File: config.mk
export PLATFORM = sky130hd
export DESIGN_NAME = reglk_ctrl_seq_flat
export DESIGN_NICKNAME = d
export VERILOG_FILES = /design/src/rtl/reglk_pkg.sv /design/src/rtl/reglk_ctrl_seq_if.sv /design/src/rtl/reglk_ctrl_seq.sv /design/src/flat_wrapper.sv
export SDC_FILE = /design/constraint.sdc
export NUM_CORES = 1
export LEC_CHECK = 0
export ABC_AREA = 1
export CAP_MARGIN = 30
export CORE_MARGIN = 8
export CORE_UTILIZATION = 36
export DETAILED_ROUTE_END_ITERATION = 10
export PLACE_DENSITY = 0.77
export SYNTH_ARGS = -nofsm -noshare
export SYNTH_HDL_FRONTEND = slang
export SYNTH_SLANG_ARGS = --single-unit
File: constraint.sdc
create_clock -name clk_i -period 2 [get_ports clk_i]
set_input_delay 0.3 -clock clk_i [delete_from_list [all_inputs] [get_ports clk_i]]
set_output_delay 0.3 -clock clk_i [all_outputs]
set_load 0.1 [all_outputs]
File: src/rtl/reglk_pkg.sv
// Shared definitions for the reglk boot sequencer: FSM states, default
// geometry and the word-index to byte-address helper.
package reglk_pkg;

  // Six 32-bit lock words: the SoC has NB_PERIPHERALS lock bytes (8 bits
  // per peripheral), packed four to a word.
  localparam int NB_WORDS_DEF = 6;

  // Index of the virtual seal register; never forwarded to the bus.
  localparam int SEAL_IDX_DEF = 7;

  // Width of a software word index.
  localparam int IDX_W = 5;

  typedef enum logic [2:0] {
    IDLE    = 3'd0,
    BOOT_WR = 3'd1,
    BOOT_RD = 3'd2,
    RUN     = 3'd3,
    SW_ACC  = 3'd4,
    DONE    = 3'd5
  } state_t;

  // Byte address of a 32-bit word on the 8-bit peripheral register bus.
  function automatic logic [7:0] idx_to_addr(input logic [IDX_W-1:0] idx);
    return {1'b0, idx, 2'b00};
  endfunction

endpackage

File: src/rtl/reglk_ctrl_seq_if.sv
// Peripheral register bus between the sequencer (master) and the reglk
// register block (slave).
//
// Handshake: the master raises reg_valid_o with reg_write_o, reg_addr_o and
// reg_wdata_o and holds all of them stable until a cycle in which the slave
// drives reg_ready_i=1; that cycle completes the access, and reg_rdata_i and
// reg_error_i are only meaningful in it. The slave may hold reg_ready_i low
// for any number of cycles to stretch an access.
interface reglk_ctrl_seq_if;
  logic        reg_valid_o;
  logic        reg_write_o;
  logic [7:0]  reg_addr_o;
  logic [31:0] reg_wdata_o;
  logic [31:0] reg_rdata_i;
  logic        reg_ready_i;
  logic        reg_error_i;

  modport master (
    output reg_valid_o, reg_write_o, reg_addr_o, reg_wdata_o,
    input  reg_rdata_i, reg_ready_i, reg_error_i
  );

  modport slave (
    input  reg_valid_o, reg_write_o, reg_addr_o, reg_wdata_o,
    output reg_rdata_i, reg_ready_i, reg_error_i
  );
endinterface

File: src/rtl/reglk_ctrl_seq.sv
// reglk boot sequencer and bus master. After reset it writes the lock image
// into the reglk words, reads it back to verify, then forwards software
// accesses. A software seal blocks further lock writes until reset.
module reglk_ctrl_seq
  import reglk_pkg::*;
#(
  parameter int NB_WORDS = NB_WORDS_DEF,
  parameter int SEAL_IDX = SEAL_IDX_DEF
) (
  input  logic                     clk_i,
  input  logic                     rst_ni,
  input  logic [32*NB_WORDS-1:0]   boot_cfg_i,
  // software config port
  input  logic                     sw_req_i,
  input  logic                     sw_we_i,
  input  logic [IDX_W-1:0]         sw_idx_i,
  input  logic [31:0]              sw_wdata_i,
  output logic                     sw_ack_o,
  output logic [31:0]              sw_rdata_o,
  output logic                     sw_err_o,
  // peripheral register bus
  reglk_ctrl_seq_if.master         bus,
  // status
  output logic                     boot_done_o,
  output logic                     boot_err_o,
  output logic                     sealed_o,
  output state_t                   dbg_state_o
);

  localparam logic [IDX_W-1:0] NB_IDX   = IDX_W'(NB_WORDS);
  localparam logic [IDX_W-1:0] LAST_IDX = IDX_W'(NB_WORDS - 1);
  localparam logic [IDX_W-1:0] SEAL_I   = IDX_W'(SEAL_IDX);

  // Registered state
  state_t            r_state;
  logic [IDX_W-1:0]  r_idx;
  logic              r_we;
  logic [31:0]       r_wdata;
  logic [31:0]       r_rdata;
  logic              r_err;
  logic              r_sealed;
  logic              r_boot_err;

  // Next-state values
  state_t            w_state_nxt;
  logic [IDX_W-1:0]  w_idx_nxt;
  logic              w_we_nxt;
  logic [31:0]       w_wdata_nxt;
  logic [31:0]       w_rdata_nxt;
  logic              w_err_nxt;
  logic              w_sealed_nxt;
  logic              w_boot_err_nxt;

  logic [31:0]       w_boot_word;
  logic              w_rd_bad;
  logic              w_done_acc;

  // Boot image word selected by the current index (only used while idx is
  // inside the image).
  always_comb begin
    w_boot_word = '0;
    for (int i = 0; i < NB_WORDS; i++) begin
      if (r_idx == IDX_W'(i)) begin
        w_boot_word = boot_cfg_i[i*32 +: 32];
      end
    end
  end

  // An access finishes in any bus state when the slave signals ready.
  assign w_done_acc = bus.reg_ready_i;

  // State register.
  always_ff @(posedge clk_i or negedge rst_ni) begin
    if (!rst_ni) begin
      r_state <= IDLE;
    end else begin
      r_state <= w_state_nxt;
    end
  end

  // Next-state and datapath update decode.
  always_comb begin
    w_state_nxt    = r_state;
    w_idx_nxt      = r_idx;
    w_we_nxt       = r_we;
    w_wdata_nxt    = r_wdata;
    w_rdata_nxt    = r_rdata;
    w_err_nxt      = r_err;
    w_sealed_nxt   = r_sealed;
    w_boot_err_nxt = r_boot_err;
    w_rd_bad       = 1'b0;

    unique case (r_state)
      IDLE: begin
        w_idx_nxt   = '0;
        w_state_nxt = BOOT_WR;
      end

      BOOT_WR: begin
        if (w_done_acc) begin
          w_boot_err_nxt = r_boot_err | bus.reg_error_i;
          if (r_idx == LAST_IDX) begin
            w_idx_nxt   = '0;
            w_state_nxt = BOOT_RD;
          end else begin
            w_idx_nxt = r_idx + 1'b1;
          end
        end
      end

      BOOT_RD: begin
        if (w_done_acc) begin
          w_rd_bad       = (bus.reg_rdata_i != w_boot_word) | bus.reg_error_i;
          w_boot_err_nxt = r_boot_err | w_rd_bad;
          if (r_idx == LAST_IDX) begin
            // A failed boot leaves the lock image untrusted: seal it.
            w_sealed_nxt = r_sealed | r_boot_err | w_rd_bad;
            w_idx_nxt    = '0;
            w_state_nxt  = RUN;
          end else begin
            w_idx_nxt = r_idx + 1'b1;
          end
        end
      end

      RUN: begin
        if (sw_req_i) begin
          w_idx_nxt   = sw_idx_i;
          w_we_nxt    = sw_we_i;
          w_wdata_nxt = sw_wdata_i;
          w_rdata_nxt = '0;
          w_err_nxt   = 1'b0;
          if (sw_idx_i < NB_IDX) begin
            if (!sw_we_i || !r_sealed) begin
              w_state_nxt = SW_ACC;
            end else begin
              w_err_nxt   = 1'b1;
              w_state_nxt = DONE;
            end
          end else if (sw_idx_i == SEAL_I) begin
            if (sw_we_i) begin
              w_sealed_nxt = r_sealed | sw_wdata_i[0];
            end else begin
              w_rdata_nxt = {31'b0, r_sealed};
            end
            w_state_nxt = DONE;
          end else begin
            w_err_nxt   = 1'b1;
            w_state_nxt = DONE;
          end
        end
      end

      SW_ACC: begin
        if (w_done_acc) begin
          w_rdata_nxt = r_we ? 32'h0 : bus.reg_rdata_i;
          w_err_nxt   = bus.reg_error_i;
          w_state_nxt = DONE;
        end
      end

      DONE: begin
        w_state_nxt = RUN;
      end

      default: begin
        w_state_nxt = IDLE;
      end
    endcase
  end

  // Datapath registers: index, latched request, response and sticky flags.
  always_ff @(posedge clk_i or negedge rst_ni) begin
    if (!rst_ni) begin
      r_idx      <= '0;
      r_we       <= 1'b0;
      r_wdata    <= '0;
      r_rdata    <= '0;
      r_err      <= 1'b0;
      r_sealed   <= 1'b0;
      r_boot_err <= 1'b0;
    end else begin
      r_idx      <= w_idx_nxt;
      r_we       <= w_we_nxt;
      r_wdata    <= w_wdata_nxt;
      r_rdata    <= w_rdata_nxt;
      r_err      <= w_err_nxt;
      r_sealed   <= w_sealed_nxt;
      r_boot_err <= w_boot_err_nxt;
    end
  end

  // Bus write data: boot word during boot writes, latched data for software
  // writes, zero otherwise.
  always_comb begin
    bus.reg_wdata_o = '0;
    if (r_state == BOOT_WR) begin
      bus.reg_wdata_o = w_boot_word;
    end else if (r_state == SW_ACC && r_we) begin
      bus.reg_wdata_o = r_wdata;
    end
  end

  // Remaining outputs decode straight from flops.
  assign bus.reg_valid_o = (r_state == BOOT_WR) || (r_state == BOOT_RD) ||
                           (r_state == SW_ACC);
  assign bus.reg_write_o = (r_state == BOOT_WR) || ((r_state == SW_ACC) && r_we);
  assign bus.reg_addr_o  = idx_to_addr(r_idx);

  assign sw_ack_o    = (r_state == DONE);
  assign sw_rdata_o  = r_rdata;
  assign sw_err_o    = r_err;
  assign boot_done_o = (r_state == RUN) || (r_state == SW_ACC) || (r_state == DONE);
  assign boot_err_o  = r_boot_err;
  assign sealed_o    = r_sealed;
  assign dbg_state_o = r_state;

endmodule
File: src/flat_wrapper.sv
// flat-port wrapper written by rule: the top's interface ports become plain ports
module reglk_ctrl_seq_flat import reglk_pkg::*;
#(
  parameter int NB_WORDS = NB_WORDS_DEF,
  parameter int SEAL_IDX = SEAL_IDX_DEF
)
  (clk_i, rst_ni, boot_cfg_i, sw_req_i, sw_we_i, sw_idx_i, sw_wdata_i, sw_ack_o, sw_rdata_o, sw_err_o, boot_done_o, boot_err_o, sealed_o, dbg_state_o, bus_reg_valid_o, bus_reg_write_o, bus_reg_addr_o, bus_reg_wdata_o, bus_reg_rdata_i, bus_reg_ready_i, bus_reg_error_i);
  reglk_ctrl_seq_if bus_i ();
  input  logic clk_i;
  input  logic rst_ni;
  input  logic [32*NB_WORDS-1:0] boot_cfg_i;
  input  logic sw_req_i;
  input  logic sw_we_i;
  input  logic [IDX_W-1:0] sw_idx_i;
  input  logic [31:0] sw_wdata_i;
  output logic sw_ack_o;
  output logic [31:0] sw_rdata_o;
  output logic sw_err_o;
  output logic boot_done_o;
  output logic boot_err_o;
  output logic sealed_o;
  output state_t dbg_state_o;
  output wire logic [$bits(bus_i.reg_valid_o)-1:0] bus_reg_valid_o;
  output wire logic [$bits(bus_i.reg_write_o)-1:0] bus_reg_write_o;
  output wire logic [$bits(bus_i.reg_addr_o)-1:0] bus_reg_addr_o;
  output wire logic [$bits(bus_i.reg_wdata_o)-1:0] bus_reg_wdata_o;
  input wire logic [$bits(bus_i.reg_rdata_i)-1:0] bus_reg_rdata_i;
  input wire logic [$bits(bus_i.reg_ready_i)-1:0] bus_reg_ready_i;
  input wire logic [$bits(bus_i.reg_error_i)-1:0] bus_reg_error_i;
  assign bus_reg_valid_o = bus_i.reg_valid_o;
  assign bus_reg_write_o = bus_i.reg_write_o;
  assign bus_reg_addr_o = bus_i.reg_addr_o;
  assign bus_reg_wdata_o = bus_i.reg_wdata_o;
  assign bus_i.reg_rdata_i = bus_reg_rdata_i;
  assign bus_i.reg_ready_i = bus_reg_ready_i;
  assign bus_i.reg_error_i = bus_reg_error_i;
  reglk_ctrl_seq #(.NB_WORDS(NB_WORDS), .SEAL_IDX(SEAL_IDX)) u_core (.clk_i(clk_i), .rst_ni(rst_ni), .boot_cfg_i(boot_cfg_i), .sw_req_i(sw_req_i), .sw_we_i(sw_we_i), .sw_idx_i(sw_idx_i), .sw_wdata_i(sw_wdata_i), .sw_ack_o(sw_ack_o), .sw_rdata_o(sw_rdata_o), .sw_err_o(sw_err_o), .bus(bus_i), .boot_done_o(boot_done_o), .boot_err_o(boot_err_o), .sealed_o(sealed_o), .dbg_state_o(dbg_state_o));
endmodule
==> metrics list, run 1 <==
- The flow ran to the end, but the final reports show violations.
- The checks that failed: negative setup slack.
- Largest vdd supply drop: 1034 uV
- Switching power total: 12.70 mW
- Port buffering added 345 buffers.
- Routability-driven placement finished with a final weighted congestion of 0.9342.
- RSZ-0062 raised after global routing: true
- Most frequent cells in the layout: nand2_1, clkdlybuf4s50_1, buf_4
* H-tree levels: 3
- Crit share post-route: 151.0%
- The clock passes through at most 2 buffers.
* Setup slack after layout: -1.019 ns
- Leakage component of the power: 6.155 nW
* Detailed Place HPWL: 26.77 mm
- Total power of the final layout: 22.79 mW
* Post-detailed-route DRC marker count: 0
* Pre-CTS WS: -0.7693 ns
- TritonCTS built the clock tree.
- Critical path class: register to output pin
* Part of the Yosys area used for sequential elements: 29.74%
- For this run, the number of standard cells in the final layout without fillers is 1736.
* Sequential share of power: 11.5%
- First-pass iteration count of the detailed router: 5
- Final hold analysis gives a worst-case slack of 0.3879 ns.
* Signal arrival time at the worst endpoint: 2.72 ns
- The synthesized netlist occupies a cell area of 6395 sq um.
- In this run, the clock network consumes 6.9% of the power.
* Setup skew after layout: 0.006874 ns
- Counting the fill cells in the layout gives 1197.
- Core ar.: 17360 sq um
- Subtracting the final worst setup slack from the clock period gives 3.019 ns.
- Clk_lat worst skew: 0.35 ns
- Synthesized area per cell: 6.096 sq um
- Register clock-pin slew on the reported worst setup and hold paths: 0.06 ns
- Ys Warns: 0
* Share of power burned in combinational logic: 81.6%
- Fraction of the core area covered by cells at the end of the flow: 76.76%
- Count of final max-slew check failures: 0
* Ys async rst share: 100.0%
* Wire per inst: 21.86 microns
* Via count of the first global-routing pass: 9246
- Routed vias/inst: 5.430
* Power density over cell area: 1711 nW/um^2
* Placed Cells incl. Taps: 1654
* Number of storage elements in the synthesis netlist: 76
* Internal: 10.10 mW
* Total congestion overflow: 0
- The library cell used most frequently in the layout, excluding fill and tap cells, is nand2_1.
* Required time at the worst-slack endpoint: 1.70 ns
- Width of the chip: 149.3 microns
* Die area: 22280 sq um
- Entering global routing, the biggest net connects 41 pins.
- Total global-route track usage: 30.89%
- Endpoint class of the critical path: output pin
* ANT nets after route: 0
- Max-cap viol count: 0
- Initial core utilization: 36.84%
- Largest driver fanout on the critical path: 5
- Global-route wire length before repair: 52.76 mm
- Launching element type of the critical path: register
- Relative area change from synthesis to final layout: 108.3%
- The worst hold path belongs to the class input port to asynchronous set/reset pin.
- Share of final-layout standard cells stronger than drive strength 1: 30.40%
- Number of cells produced by synthesis: 1049
- From bottom edge to top edge, the die measures 149.3 microns.
* Clock net sink count: 76
* Row cnt: 48
- Total wire length: 37.94 mm
- Clock tree synthesis selected as its root buffer the cell clkbuf_16.
- Pin placement for this block handled 349 I/O pins.
- Initial antenna violation count: 2
- The routed layout has 9427 vias.
- Final hold violation count: 0
- Top flip-flop cell by instance count after synthesis: dfrtp_1
- For this block, the initial DRC count from the detailed router was 836.
- Yosys mapped a number of flops with a built-in enable equal to 0.
* F_max: 331.2 MHz
- Clock buffers created by TritonCTS: 9
- Nets@finish: 1776
- Share of total power consumed by net switching: 55.71%
* Unique masters post-synth: 37
- Final setup violation count: 40
==> repair_timing <==
action,CTS,global route
hold buffers,1,0
pin swaps,23,31
buffers inserted,35,20
cloned,5,8
endpoints found under the setup margin,38,77
gates resized for setup,72,121
endpoints found under the hold margin,16,0
==> worst max-delay path, stage by stage (launching register included) <==
cell	delay, ns
dfrtp_4	0.50
inv_4	0.09
buf_12	0.10
ha_4	0.12
inv_2	0.04
nor2_4	0.20
buf_4	0.18
clkbuf_16	0.13
nand4_1	0.08
nand3_1	0.12
nand2_1	0.12
nand3b_1	0.15
nand2_2	0.07
buf_4	0.14
o21ai_4	0.14
buf_12	0.19
==> cell type report <==
type / instances / area (sq um) / share of cell area [%]
inverter: 115 / 485.5 / 3.644
clock inverter: 5 / 37.54 / 0.2817
timing repair buffer: 505 / 5475 / 41.10
antenna: 1 / 2.502 / 0.01878
timing repair inverter: 2 / 25.02 / 0.1878
tap: 225 / 281.5 / 2.113
sequential: 76 / 1924 / 14.44
multi-input combinational: 796 / 4848 / 36.39
clock buffer: 11 / 242.7 / 1.822
==> path summary, 6_finish.rpt <==
kind	endpoint	startpoint	slack, ns	cells after the start
min in group clk_i	u_core.r_wdata[23]	u_core.r_wdata[23]	0.48	2
min	u_core.sw_rdata_o[31]	rst_ni	0.39	2
max reg2reg	u_core.sealed_o	u_core.r_idx[1]	-0.92	19
min reg2reg	u_core.r_wdata[23]	u_core.r_wdata[23]	0.48	2
max	bus_reg_wdata_o[19]	u_core.r_idx[0]	-1.02	15
max in group asynchronous	u_core.r_wdata[23]	rst_ni	1.00	3
==> power groups by stage <==
stage / clock [mW] / sequential [mW] / combinational (mW)
floorplan: 0 / 4.30 / 7.78
global placement: 0 / 2.53 / 15.2
detailed placement: 0 / 2.56 / 15.4
CTS: 1.57 / 2.55 / 16.8
global route: 1.64 / 2.67 / 19.5
finish: 1.58 / 2.61 / 18.6
==> per-layer routing <==
layer / track usage [%] / up-vias / routed length [microns]
met5: 0 / - / 13
met4: 15.65 / 2 / 2109
met3: 6.068 / 130 / 3315
met2: 52.31 / 610 / 18800
met1: 36.58 / 4360 / 13700
li1: - / 4325 / -
==> metrics by stage <==
step	setup TNS, ns	cell area (sq um)
final	-30.93	13320
after global routing	-35.44	13320
after CTS	-28.12	12540
after detailed placement	-17.70	11560
after global placement	-15.96	11560
after floorplan	-16.92	7046
==> cells in the mapped netlist, types with 2 or more instances <==
library cell / count / area (sq um)
or2_1: 22 / 137.6
or2_2: 11 / 68.82
a31oi_1: 4 / 25.02
buf_4: 3 / 22.52
o21ai_0: 56 / 280.3
o21ai_1: 22 / 110.1
buf_6: 2 / 22.52
nor2_4: 2 / 22.52
clkbuf_1: 23 / 86.33
ha_1: 4 / 50.05
inv_1: 110 / 412.9
buf_1: 3 / 11.26
buf_2: 33 / 165.2
a21oi_1: 2 / 10.01
nand4_1: 34 / 212.7
nand2_2: 2 / 12.51
o22ai_1: 5 / 31.28
inv_2: 4 / 15.01
nand3b_1: 22 / 165.2
o31ai_1: 28 / 210.2
nor2_2: 3 / 18.77
xor2_1: 2 / 17.52
nand3_1: 142 / 710.7
nor2_1: 23 / 86.33
dfrtp_1: 76 / 1902
nand2_1: 400 / 1501
==> cells by family after synthesis <==
kind of cell | count (synthesis) | share of synthesized area [%]
compound gates | 120 | 10.88
xor+xnor | 3 | 0.4110
fa+ha+maj | 4 | 0.7827
buf+inv | 179 | 11.56
flops | 76 | 29.74
mux | 1 | 0.1565
other cells | 1 | 0.05864
simple gates | 665 | 46.41
==> state kept, by name, summed over array words and instances, names as in the netlist <==
signal and cells:
u_core.boot_err_o 1, u_core.dbg_state_o 3, u_core.r_idx 5, u_core.r_wdata 32, u_core.r_we 1, u_core.sealed_o 1, u_core.sw_err_o 1, u_core.sw_rdata_o 32
(Power assumes the default switching activity.)
==> inputs of run 2 (changes only) <==
Settings changed: SKIP_LAST_GASP from default to 1.
==> metrics list, run 2 (synthesis results as in run 1) <==
- Run status: finished, violations left (unchanged).
- Violated checks: negative setup slack (unchanged).
* Smallest hold slack: 0.3946 ns (was 0.3879 ns)
- Total congestion overflow: 0 (unchanged)
- The remaining design rule violation count came to 0 (unchanged).
- Pin count of the biggest net entering global routing: 41 (unchanged)
- The height of the die was 149.3 microns (unchanged).
* Top-level I/O count: 349 (unchanged)
- The post-CTS clock slew at the launch and capture registers of the worst setup and hold paths is 0.06 ns (about the same).
* Max-cap viol count: 0 (unchanged)
- The area of the die came to 22280 sq um (unchanged).
- Clock buffers created by TritonCTS: 9 (unchanged)
- RSZ-0062 raised after global routing: true (unchanged).
- Crit share post-route: 151.3% (was 151.0%)
- Endpoint class of the critical path: output pin (unchanged)
- The number of nets in the finished design came to 1786 (was 1776).
* Cell breakdown of the critical path: inv_4, buf_12, ha_4, inv_2, nor2_4, buf_12, buf_12, nand4_1, nand3_1, nand2_1, nand3b_1, nand2_2, buf_6, o21ai_4, buf_12 (was inv_4, buf_12, ha_4, inv_2, nor2_4, buf_4, clkbuf_16, nand4_1, nand3_1, nand2_1, nand3b_1, nand2_2, buf_4, o21ai_4, buf_12)
* Starting DRT DRC Count: 913 (was 836)
* Routed vias/inst: 5.449 (was 5.430)
- The clock latency at the later pin of the worst-skew pair is 0.35 ns (about the same).
- The number of global-route vias before repair is 9243 (was 9246).
- The final critical-path setup slack is -1.027 ns (was -1.019 ns).
* First-pass iteration count of the detailed router: 6 (was 5)
- The area added between synthesis and finish came to 107.7% (was 108.3%).
- Final setup violation count: 39 (was 40)
- Min Tclk post-route: 3.027 ns (was 3.019 ns)
- Largest driver fanout on the critical path: 6 (was 5)
- Detailed Place HPWL: 26.77 mm (unchanged)
- The total routing resource utilization after global routing is 30.78% (was 30.89%).
* Fraction of the core area covered by cells at the end of the flow: 76.54% (was 76.76%)
- The total power density per cell area is 1728 nW/um^2 (was 1711 nW/um^2).
* Core ar.: 17360 sq um (unchanged)
- Tightest Hold Check Type: input port to asynchronous set/reset pin (unchanged)
- Share of final-layout standard cells stronger than drive strength 1: 29.80% (was 30.40%)
* Setup skew after layout: 0.009338 ns (was 0.006874 ns)
- The most common cell after layout, fill and taps aside is nand2_1 (unchanged).
* Final hold violation count: 0 (unchanged)
- Wire per inst: 21.70 microns (was 21.86 microns)
- The count of input and output buffers was 345 (unchanged).
* Slack of the worst reg-to-reg path: -1.02 ns (was -0.92 ns)
* Total via count after detailed routing: 9514 (was 9427)
* Row cnt: 48 (unchanged)
- Total wire length: 37.90 mm (was 37.94 mm)
- The x dimension of the die is 149.3 microns (unchanged).
- CP max-delay cell: dfrtp_4 (unchanged)
- Clock net sink count: 76 (unchanged)
- The maximum VDD drop was 1198 uV (was 1034 uV).
- Leakage component of the power: 6.206 nW (was 6.155 nW)
* Count of final max-slew check failures: 0 (unchanged)
- Signal arrival time at the worst endpoint: 2.73 ns (was 2.72 ns)
- Peak per-stage delay on the critical path: 0.50 ns (about the same)
- ANT nets after route: 0 (unchanged)
* Maximum buffer depth of the clock tree: 2 (unchanged)
* Gpl congestion: 0.9342 (unchanged)
* Initial antenna violation count: 1 (was 2)
- Library cell appearing most often on the critical path: buf_12
- H-tree levels: 3 (unchanged)
- Most frequent cells in the layout: nand2_1, clkdlybuf4s50_1, buf_4 (unchanged).
* F_max: 330.4 MHz (was 331.2 MHz)
- Total power of the final layout: 22.95 mW (was 22.79 mW)
* Launching element type of the critical path: register (unchanged)
- The first-pass GRT wire length was 52.54 mm (was 52.76 mm).
* Critical path class: register to output pin (unchanged)
- The starting density of the core was 36.84% (unchanged).
- CTS tree: yes (unchanged)
* Clk root buf: clkbuf_16 (unchanged)
* Required time at the worst-slack endpoint: 1.70 ns (about the same)
run 2: through the flow:
step / worst slack, ns / instances / area, sq um / TNS [ns]
2_1_floorplan: -0.5318 / 1051 / 7046 / -16.92
3_3_place_gp: -0.6967 / 1654 / 11560 / -15.96
3_5_place_dp: -0.7693 / 1654 / 11560 / -17.70
4_1_cts: -0.8917 / 1711 / 12480 / -28.42
5_1_grt: -1.146 / 1746 / 13280 / -35.85
6_report: -1.027 / 1746 / 13280 / -31.69
run 2: final timing paths:
kind,start,to,cells after the start
max,u_core.r_idx[0],bus_reg_wdata_o[3],15
min,rst_ni,u_core.sw_rdata_o[31],2
max reg2reg,u_core.r_idx[0],u_core.boot_err_o,24
min reg2reg,u_core.r_wdata[31],u_core.r_wdata[31],2
max in group asynchronous,rst_ni,u_core.sw_rdata_o[21],3
min in group clk_i,u_core.r_wdata[31],u_core.r_wdata[31],2
run 2: critical path: cells and delay by family (launching register included):
kind	cells	cell delay (ns)
compound gates	1	0.14
fa+ha+maj	1	0.12
buf+inv	7	0.81
flops	1	0.50
simple gates	6	0.79
run 2: area by class of cell:
type                            instances  area [sq um]
Clock buffer                           11         242.7
Timing Repair Buffer                  517          5597
Sequential cell                        76          1924
Antenna cell                            1         2.502
Fill cell                            1201          4073
Tap cell                              225         281.5
Inverter                              115         464.2
Multi-Input combinational cell        796          4735
Clock inverter                          5         37.54
run 2: per-layer routing:
metal | vias to the layer above | global-route usage [%] | wire length [microns]
met2 | 598 | 52.74 | 18550
met5 | - | 0 | 0
met3 | 121 | 6.644 | 3456
li1 | 4352 | - | -
met1 | 4443 | 36.18 | 13920
met4 | 0 | 13.98 | 1974
run 2: power by group:
| group | internal, mW | switching [mW] | leakage (nW) |
|---|---|---|---|
| registers | 2.14 | 0.464 | 0.974 |
| logic | 7.27 | 11.5 | 5.10 |
| clock network | 0.877 | 0.690 | 0.132 |
| total | 10.3 | 12.7 | 6.21 |
run 2: what timing repair did:
action / 4_1_cts / 5_1_grt
gates cloned: 5 / 9
hold buffers: 1 / 0
gates resized for setup: 57 / 107
setup buffers: 35 / 29
pin swaps: 22 / 51
endpoints found under the setup margin: 38 / 76
hold endpoints to repair: 16 / 0
